--- config.mk ---
export PLATFORM = sky130hd
export DESIGN_NAME = scalar_tuple_serializer
export DESIGN_NICKNAME = d
export VERILOG_FILES = /design/src/rtl/scalar_tuple_serializer.sv
export SDC_FILE = /design/constraint.sdc
export NUM_CORES = 1
export LEC_CHECK = 0
export ABC_CLOCK_PERIOD_IN_PS = 2800
export BUFFER_PORTS_ARGS = -buffer_cell sky130_fd_sc_hd__buf_4
export CAP_MARGIN = 40
export CORE_MARGIN = 2
export CORE_UTILIZATION = 30
export CTS_BUF_LIST = sky130_fd_sc_hd__clkbuf_16
export CTS_CLUSTER_SIZE = 24
export DETAILED_ROUTE_END_ITERATION = 10
export GPL_TIMING_DRIVEN = 0
export PLACE_DENSITY = 0.6
export REMOVE_ABC_BUFFERS = 1
export SETUP_SLACK_MARGIN = 0.05
export SKIP_CTS_REPAIR_TIMING = 1
export SLEW_MARGIN = 20
export SYNTH_ARGS = -nofsm -noshare
export SYNTH_HDL_FRONTEND = slang
export SYNTH_SLANG_ARGS = --single-unit
--- constraint.sdc ---
create_clock -name clock -period 2.8 [get_ports clock]
set_input_delay 0.56 -clock clock [delete_from_list [all_inputs] [get_ports clock]]
set_output_delay 0.56 -clock clock [all_outputs]
set_load 0.01 [all_outputs]
--- src/rtl/scalar_tuple_serializer.sv ---
// ----------------------------------------------------------------------------
// scalar_tuple_serializer
//
// Takes one 10-field scalar tuple (field widths 3,4,4,4,3,3,2,2,3,3) from the
// tuple producer and replays it field by field on a narrow valid/ready stream
// for the debug/trace sink. Each beat carries the zero-extended field value,
// its 1-based field index and a last flag. With SKIP_ZERO=1, zero-valued
// fields 1..9 are not sent; field 10 always is, so every tuple ends with a
// beat at index 10.
//
// Ports
//   clock      in   1      rising-edge clock
//   reset      in   1      asynchronous, active-low
//   in_valid   in   1      tuple on in_f1..in_f10 is valid
//   in_ready   out  1      a tuple is accepted this cycle
//   in_f1..10  in   var    tuple fields (3,4,4,4,3,3,2,2,3,3 bits)
//   out_valid  out  1      beat valid
//   out_ready  in   1      sink accepts the beat
//   out_data   out  OUT_W  field value, zero-extended
//   out_idx    out  IDX_W  field index 1..10
//   out_last   out  1      final beat of the tuple
//   busy       out  1      a tuple is held and being sent
//   tuple_cnt  out  CNT_W  completed tuples, wrapping
// ----------------------------------------------------------------------------
module scalar_tuple_serializer #(
    parameter int          OUT_W     = 4,
    parameter int          IDX_W     = 4,
    parameter int          CNT_W     = 8,
    parameter int unsigned SKIP_ZERO = 0
) (
    input  logic             clock,
    input  logic             reset,
    input  logic             in_valid,
    output logic             in_ready,
    input  logic [2:0]       in_f1,
    input  logic [3:0]       in_f2,
    input  logic [3:0]       in_f3,
    input  logic [3:0]       in_f4,
    input  logic [2:0]       in_f5,
    input  logic [2:0]       in_f6,
    input  logic [1:0]       in_f7,
    input  logic [1:0]       in_f8,
    input  logic [2:0]       in_f9,
    input  logic [2:0]       in_f10,
    output logic             out_valid,
    input  logic             out_ready,
    output logic [OUT_W-1:0] out_data,
    output logic [IDX_W-1:0] out_idx,
    output logic             out_last,
    output logic             busy,
    output logic [CNT_W-1:0] tuple_cnt
);

    localparam int NFLD = 10;

    typedef enum logic [0:0] {
        S_IDLE = 1'b0,
        S_SEND = 1'b1
    } state_e;

    state_e           state_q, state_d;
    logic [IDX_W-1:0] idx_q, idx_d;
    logic [CNT_W-1:0] cnt_q, cnt_d;
    logic [OUT_W-1:0] sh_q [NFLD];
    logic             load;

    logic [OUT_W-1:0] in_fld [NFLD];
    logic [8:0]       in_mask;
    logic [8:0]       sh_mask;
    logic             beat_acc;

    // Smallest field index greater than cur among fields 1..9 whose mask bit
    // is set; falls through to field 10, which is always sent.
    function automatic logic [IDX_W-1:0] first_after(input logic [8:0]       mask,
                                                     input logic [IDX_W-1:0] cur);
        logic [IDX_W-1:0] r;
        logic             found;
        r     = IDX_W'(NFLD);
        found = 1'b0;
        for (int k = 1; k <= 9; k++) begin
            if (!found && (IDX_W'(k) > cur) && mask[k-1]) begin
                r     = IDX_W'(k);
                found = 1'b1;
            end
        end
        return r;
    endfunction

    // Zero-extend the incoming fields into one uniform array.
    always_comb begin
        in_fld[0] = OUT_W'(in_f1);
        in_fld[1] = OUT_W'(in_f2);
        in_fld[2] = OUT_W'(in_f3);
        in_fld[3] = OUT_W'(in_f4);
        in_fld[4] = OUT_W'(in_f5);
        in_fld[5] = OUT_W'(in_f6);
        in_fld[6] = OUT_W'(in_f7);
        in_fld[7] = OUT_W'(in_f8);
        in_fld[8] = OUT_W'(in_f9);
        in_fld[9] = OUT_W'(in_f10);
    end

    // Send-eligibility masks for fields 1..9. Without skipping, every field
    // is eligible, so the search degenerates to cur+1.
    always_comb begin
        in_mask = '0;
        sh_mask = '0;
        for (int k = 0; k < 9; k++) begin
            in_mask[k] = (SKIP_ZERO == 0) || (in_fld[k] != '0);
            sh_mask[k] = (SKIP_ZERO == 0) || (sh_q[k] != '0);
        end
    end

    // State register
    always_ff @(posedge clock or negedge reset) begin
        if (!reset) begin
            state_q <= S_IDLE;
            idx_q   <= IDX_W'(1);
            cnt_q   <= '0;
            for (int k = 0; k < NFLD; k++) begin
                sh_q[k] <= '0;
            end
        end else begin
            state_q <= state_d;
            idx_q   <= idx_d;
            cnt_q   <= cnt_d;
            if (load) begin
                for (int k = 0; k < NFLD; k++) begin
                    sh_q[k] <= in_fld[k];
                end
            end
        end
    end

    // Next-state logic
    always_comb begin
        state_d = state_q;
        idx_d   = idx_q;
        cnt_d   = cnt_q;
        load    = 1'b0;
        unique case (state_q)
            S_IDLE: begin
                if (in_valid) begin
                    load    = 1'b1;
                    idx_d   = first_after(in_mask, '0);
                    state_d = S_SEND;
                end
            end
            S_SEND: begin
                if (beat_acc) begin
                    if (!out_last) begin
                        idx_d = first_after(sh_mask, idx_q);
                    end else begin
                        cnt_d = cnt_q + CNT_W'(1);
                        // A waiting tuple is taken in the same cycle as the
                        // last beat, so consecutive tuples have no bubble.
                        if (in_valid) begin
                            load  = 1'b1;
                            idx_d = first_after(in_mask, '0);
                        end else begin
                            idx_d   = IDX_W'(1);
                            state_d = S_IDLE;
                        end
                    end
                end
            end
            default: begin
                state_d = S_IDLE;
                idx_d   = IDX_W'(1);
            end
        endcase
    end

    // Output logic
    always_comb begin
        out_valid = (state_q == S_SEND);
        busy      = (state_q == S_SEND);
        out_last  = (state_q == S_SEND) && (idx_q == IDX_W'(NFLD));
        out_idx   = idx_q;
        tuple_cnt = cnt_q;
        out_data  = '0;
        for (int k = 0; k < NFLD; k++) begin
            if (idx_q == IDX_W'(k + 1)) begin
                out_data = sh_q[k];
            end
        end
        // reset gates in_ready directly so nothing is accepted while it is low.
        in_ready = reset && ((state_q == S_IDLE) ||
                             ((state_q == S_SEND) && out_last && out_ready));
        beat_acc = out_valid && out_ready;
    end

endmodule

Yosys cells after proc, flatten, opt, wreduce, memory -nomap -nowiden:

Cells that the tools add are included.

* bits in registers: 44
* bits of input ports: 35
* output and inout bits: 20

* add/sub/neg operators: 1
* $lt $le $gt $ge: 9
* equal/unequal tests: 12
* mux-type cells: 70
* bitwise operators: 1
* reduce and logical (&&, ||, !) cells: 24

Operators with widths (number)
* two-way mux 4 bit: 24
* two-way mux 1 bit: 42
* equality test 4 x 3 -> 1 bit (second input constant): 4
* > comparator 3 x 4 -> 1 bit (first input constant): 4
* logical AND 1 bit: 13
* equality test 4 bit (second input constant): 3
* adder 8 x 1 -> 8 bit (second input constant): 1
* equality test 4 x 2 -> 1 bit (second input constant): 2
* > comparator 2 x 4 -> 1 bit (first input constant): 2
* > comparator 4 bit (first input constant): 2
* logical NOT 1 bit: 8
* case mux 4 bit (2 select lines): 1
* equality test 4 x 1 -> 1 bit (second input constant): 1
* > comparator 1 x 4 -> 1 bit (first input constant): 1
* case mux 1 bit (2 select lines): 2
* two-way mux 3 bit: 1
* AND reduction 3 bit: 1
* inequality test 2 x 1 -> 1 bit (second input constant): 1
* inequality test 2 bit (second input constant): 1
* AND reduction 2 bit: 1
* logical OR 1 bit: 1
* NOT 1 bit: 1

Longest topological paths before layout:

Gate-level depths: netlist (run 1).

* depth after elaboration: 53
* gate-level depth with buffers: 6
* gate-level depth less buffers: 4

Worst setup path after synthesis (run 1):

Ideal clock, no wire load.

* path type: register to output
* start point: register idx_q[1], in the netlist out_idx[1]
* end point: output port out_data[2]
* arrival: 1525 ps
* required time: 2240 ps
* slack: 715 ps
* cell stages (with the launch flop): 7
* cells stage by stage: dfrtp_1 buf_4 buf_2 inv_1 nand2_1 mux4_2 o22ai_1

* cells in the longest elaborated chain, start to end: 11
* elaborated cells between the ends (all ways): 20
* those cells by class: eq/ne (10); mux (10)

Ends and longest elaborated chain
* start: declaration: line 62 `logic [IDX_W-1:0] idx_q, idx_d;`
* start signal: assignment: line 125 `idx_q <= idx_d;`
* equality test 4 x 1 -> 1 bit: line 183 `if (idx_q == IDX_W'(k + 1)) begin`
* two-way mux 3 bit: line 183
* two-way mux 4 bit (8 in a row): line 183
* two-way mux 4 bit *: line 183
* end: declaration: line 47 `output logic [OUT_W-1:0] out_data,`

Every way passes the cells marked *; elsewhere a longest branch is shown, timed or not.

Final worst setup path (run 1):

* start point: register idx_q[0], in the netlist out_idx[0]
* end point: output port out_data[1]

Same word-level chain as after synthesis.

==> metrics.txt, run 1 <==
outcome=finished, final reports clean; maximum clock frequency=382.9 MHz; DRC Markers=0; Final Cycle Share=93.28%; Leakage=1.423 nW; initial antenna violation count=0; Synth cell types=40; vias per cell=4.518; DR vias=1,414; register area share after synthesis=49.36%; # IOs=55; synthesis-stage register bit count=44; Synth-to-Final Area Change=26.83%; first-pass GRT wire length=7872 um; ys async rst share=100.0%; Period minus WS final=2.612 ns; Avg WL per Cell=14.63 um; total core area=7214 um2; RSZ-0062 raised after global routing=false; share of the synthesized area in the top cell type=48.18%; share of cells above drive strength 1=47.66%; Setup TNS=0 ns; number of setup violations in the final report=0; CP max FO=16; biggest area consumer among synthesized cells=dfrtp_1; GP Congestion=0.6768; Root Buffer=clkbuf_16; # diodes=0; family with the most delay on the worst path=flip-flops; Post-DRT Antenna Nets=0; pre-CTS setup slack=0.3493 ns; Slowest cell on crit path=dfstp_2; layout net count=249; vias in the first global route=1,509; Crit Path Category=flip-flop to output port; slew of the pin with the lowest slew margin=0.6112 ns; 1st-iter DRT viols=74; Setup crit start kind=flip-flop; Syn Inst Count=161; PwrDens=991.5 nW/um2; die area=8150 um2; CP Capture Type=output port; CTS tree=yes; fillcell total=723; H-tree Lvls=2; Warnings, synthesis=0; Final Non-Filler Cells=313; relative slew slack=59.26%; clk slew on worst S/H paths=0.06 ns; DRT Pass-1 Iters=4; initial core utilization=30.96%; Max Cap Viol=0; Post-synth EDFFs=0; final worst slack=0.1881 ns; Main synth FF type=dfrtp_1; row cnt=31; commonest non-fill, non-tap cell in the layout=buf_4; largest net degree at the start of global routing=46; Bufs on Longest Clock Path=2; maximum vdd drop=0.4071 mV; Max Slew Vio Count=0; grt ovf=0; syn_area_per_cell=13.87 um2; Mapped Area=2233 um2; Clk Latency, worst-skew pair=0.28 ns; Clock Skew=0.007043 ns; commonest non-fill, non-tap cells in the layout=buf_4 (54), dfrtp_1 (42), mux2_4 (30); CP required=2.24 ns; Placed Instances=305; routed wire length=4580 um; DIE HEIGHT=90.28 um; crit-path cells=and2b_1, a221o_1, nand3_1, o221ai_1, buf_4; dpl hpwl=3091 um; PortBufs=54; dominant cells by area after synthesis=dfrtp_1 (48%), mux2_4 (20%), mux2i_1 (3.1%), buf_12 (2.7%), mux2_2 (2.5%); Buffers & Inverters on Critical Path=1; CTS sink count=44; largest stage delay on the critical path=0.75 ns; Worst Hold Class=input pin to asynchronous set/reset pin; Num CTS Buffers=5; Global Route Usage Sum=12.02%; Die X-Extent=90.28 um; final hold violations=0; CP arrival=2.05 ns
per-stage QoR:
step	power [W]	cell area [um2]	hold WS (ns)	utilization, %
floorplan	0.001811	2140	0.2644	-
global placement	0.002172	2669	0.4612	36.99
detailed placement	0.002189	2669	0.4698	36.99
CTS	0.002859	2831	0.3045	39.25
global route	0.003009	2833	0.3313	39.26
finish	0.002809	2833	0.2777	39.26
flip-flops by register name (all words and copies together), names as in the netlist:
name,flops
tuple_cnt,8
busy,1
out_idx,4
sh_q,31
worst paths after layout:
path | from | endpoint | slack, ns | depth (start not counted)
worst max-delay path | out_idx[0]$_DFFE_PN1P_ | out_data[1] | 0.19 | 5
worst min-delay path | reset | sh_q[8]$_DFFE_PN0P_ | 0.28 | 1
worst max register to register | out_idx[0]$_DFFE_PN1P_ | sh_q[26]$_DFFE_PN0P_ | 0.51 | 4
worst min register to register | tuple_cnt[7]$_DFFE_PN0P_ | tuple_cnt[7]$_DFFE_PN0P_ | 0.47 | 1
max in group asynchronous | reset | out_idx[1]$_DFFE_PN0P_ | 2.12 | 1
min in group clock | tuple_cnt[7]$_DFFE_PN0P_ | tuple_cnt[7]$_DFFE_PN0P_ | 0.47 | 1
synth_stat cells (all sizes together), types with 3 or more instances:
cell	instances
xnor2	5
nand3	6
buf	8
inv	3
mux2i	7
mux2	35
o21ai	3
xor2	3
a21oi	5
nor2	4
dfrtp	43
nand2	8
layout make-up:
class | instances | area [um2] | share of cell area, %
tap | 99 | 123.9 | 4.373
clock buffer | 5 | 125.1 | 4.417
clock inverter | 3 | 37.54 | 1.325
timing repair buffer | 54 | 405.4 | 14.31
inverter | 3 | 11.26 | 0.3975
multi-input combinational | 105 | 1026 | 36.22
sequential | 44 | 1104 | 38.96
power breakdown:
group / total, W / switching [W] / internal, W
Clock: 0.000645 / 0.000231 / 0.000415
Combinational: 0.00100 / 0.000342 / 0.000658
Sequential: 0.00116 / 0.000267 / 0.000897
Total: 0.00281 / 0.000840 / 0.00197
cells by family after synthesis:
| family | count (synthesis) | synth area share [%] |
|---|---|---|
| XOR/XNOR | 8 | 3.137 |
| flip-flops | 44 | 49.36 |
| AO/OA/AOI/OAI | 20 | 6.331 |
| multiplexers | 44 | 27.84 |
| adder cells (fa/ha/maj) | 1 | 0.5601 |
| AND/OR/NAND/NOR | 32 | 8.068 |
| buffers and inverters | 12 | 4.705 |
per-layer routing:
layer / part of all wire (%) / GRT usage (%) / routed length, um
met3: 5.2 / 3.589 / 240
met2: 45 / 17.29 / 2048
met4: 0.50 / 2.308 / 23
met1: 50 / 17.95 / 2268
met5: 0 / 0 / 0
(Power assumes the default switching activity.)
==> inputs of run 2 (changes only) <==
--- a/config.mk
+++ b/config.mk
@@ -8,6 +8,7 @@
 export ABC_CLOCK_PERIOD_IN_PS = 2800
 export BUFFER_PORTS_ARGS = -buffer_cell sky130_fd_sc_hd__buf_4
 export CAP_MARGIN = 40
+export CORE_ASPECT_RATIO = 1.5
 export CORE_MARGIN = 2
 export CORE_UTILIZATION = 30
 export CTS_BUF_LIST = sky130_fd_sc_hd__clkbuf_16
==> run 2 against run 1 <==
Register-to-register slack better by 0.03 ns. Maximum frequency decreased by 0.39%. Global-route usage down 0.072 points. Sequential share of layout area grew 0.35 points. Non-clock buffer count is the same. Largest power group unchanged. First-iteration DRC count is 57% lower. Clock power fell by 15%.
==> metrics.txt, run 2 (synthesis gave the netlist of run 1 again) <==
outcome=finished, final reports clean; Max Slew Vio Count=0; largest net degree at the start of global routing=46; H-tree Lvls=2; met3 routed WL=235 um; Crit path depth=4; Max Used Layer=met4; 1st-iter DRT viols=32; Worst Hold Class=input pin to asynchronous set/reset pin; Root Buffer=clkbuf_16; PwrDens=963.3 nW/um2; Global Route Usage Sum=11.95%; Final Non-Filler Cells=314; largest stage delay on the critical path=0.74 ns; pre-CTS setup slack=0.3733 ns; Synth-to-Final Area Change=25.71%; slew of the pin with the lowest slew margin=0.5975 ns; maximum clock frequency=381.4 MHz; Buffers & Inverters on Critical Path=2; dpl hpwl=3126 um; initial antenna violation count=0; clk slew on worst S/H paths=0.06 ns; Bufs on Longest Clock Path=2; # diodes=0; CP max FO=16; routed wire length=4421 um; Setup TNS=0 ns; Clk Latency, worst-skew pair=0.28 ns; Slowest cell on crit path=dfstp_2; relative slew slack=60.16%; vias per cell=4.510; RSZ-0062 raised after global routing=false; Setup crit start kind=flip-flop; Num CTS Buffers=5; Multi-input gate area=1026 um2; cells on worst reg2reg path=4; CTS sink count=44; fillcell total=752; Clock Skew=0.003977 ns; Period minus WS final=2.622 ns; CP Capture Type=output port; total core area=7227 um2; CP arrival=2.06 ns; Avg WL per Cell=14.08 um; Leakage=1.418 nW; Register Area=1104 um2; commonest non-fill, non-tap cells in the layout=buf_4 (54), dfrtp_1 (42), mux2_4 (30); final worst slack=0.1779 ns; maximum vdd drop=0.3762 mV; Post-DRT Antenna Nets=0; Biggest register=sh_q; Final Cycle Share=93.64%; wire length on met1=1940 um; Final Instance Area=2808 um2; layout net count=249; Max Cap Viol=0; crit-path cells=inv_1, mux4_2, o22ai_1, buf_4; Post-DP Area=2670 um2; CP required=2.24 ns; DRC Markers=0; family with the most delay on the worst path=flip-flops; number of flip-flops in the largest register=31; grt ovf=0; initial core utilization=30.90%; Crit Path Category=flip-flop to output port; DRT Pass-1 Iters=4; # IOs=55; DR vias=1,416; DIE HEIGHT=109.7 um; final hold violations=0; commonest non-fill, non-tap cell in the layout=buf_4; number of setup violations in the final report=0; CTS tree=yes; row cnt=38; routed wl met2=2163 um; vias in the first global route=1,505; Die X-Extent=74.45 um; share of cells above drive strength 1=47.20%; die area=8165 um2; Placed Instances=306; first-pass GRT wire length=7376 um; GP Congestion=0.7331; PortBufs=54
[run 2: where the power goes]
| part | total (W) | internal (W) | switching [W] | leakage (nW) |
|---|---|---|---|---|
| sequential | 0.00116 | 0.000897 | 0.000263 | 0.545 |
| combinational | 0.000998 | 0.000657 | 0.000341 | 0.799 |
| clock | 0.000547 | 0.000321 | 0.000226 | 0.0738 |
| total | 0.00270 | 0.00187 | 0.000830 | 1.42 |
[run 2: worst reg2reg max path: stages (launching register included)]
cell      delay [ns]
dfstp_2         0.74
and4bb_1        0.29
a21boi_2        0.18
nand2b_4        0.52
mux2_2          0.42
[run 2: metrics by stage]
stage / hold WS, ns / utilization, % / power, W
after global placement: 0.4639 / 36.95 / 0.002165
after detailed placement: 0.4645 / 36.95 / 0.002189
after floorplan: 0.2644 / - / 0.001811
after CTS: 0.3005 / 38.83 / 0.002753
final: 0.2688 / 38.85 / 0.002705
after global routing: 0.3178 / 38.85 / 0.002894
[run 2: final cells by class]
class                      instances  share of cell area (%)
timing repair buffer              54                   14.44
clock inverter                     3                  0.4011
multi-input combinational        105                   36.54
inverter                           3                  0.4011
clock buffer                       5                   4.456
sequential                        44                   39.30
tap                              100                   4.456
[run 2: final timing paths]
| path | from | end | slack, ns |
|---|---|---|---|
| worst min register to register | tuple_cnt[7]$_DFFE_PN0P_ | tuple_cnt[7]$_DFFE_PN0P_ | 0.47 |
| min in group clock | tuple_cnt[7]$_DFFE_PN0P_ | tuple_cnt[7]$_DFFE_PN0P_ | 0.47 |
| worst max register to register | out_idx[0]$_DFFE_PN1P_ | sh_q[26]$_DFFE_PN0P_ | 0.54 |
| worst min-delay path | reset | sh_q[36]$_DFFE_PN0P_ | 0.27 |
| max in group asynchronous | reset | out_idx[1]$_DFFE_PN0P_ | 2.11 |
| worst max-delay path | out_idx[0]$_DFFE_PN1P_ | out_data[2] | 0.18 |
[run 2: metal layers]
| layer | vias up | GRT usage [%] |
|---|---|---|
| met5 | - | 0 |
| met4 | 0 | 4.974 |
| met3 | 7 | 3.208 |
| met2 | 40 | 19.03 |
| met1 | 687 | 15.14 |
| li1 | 682 | - |
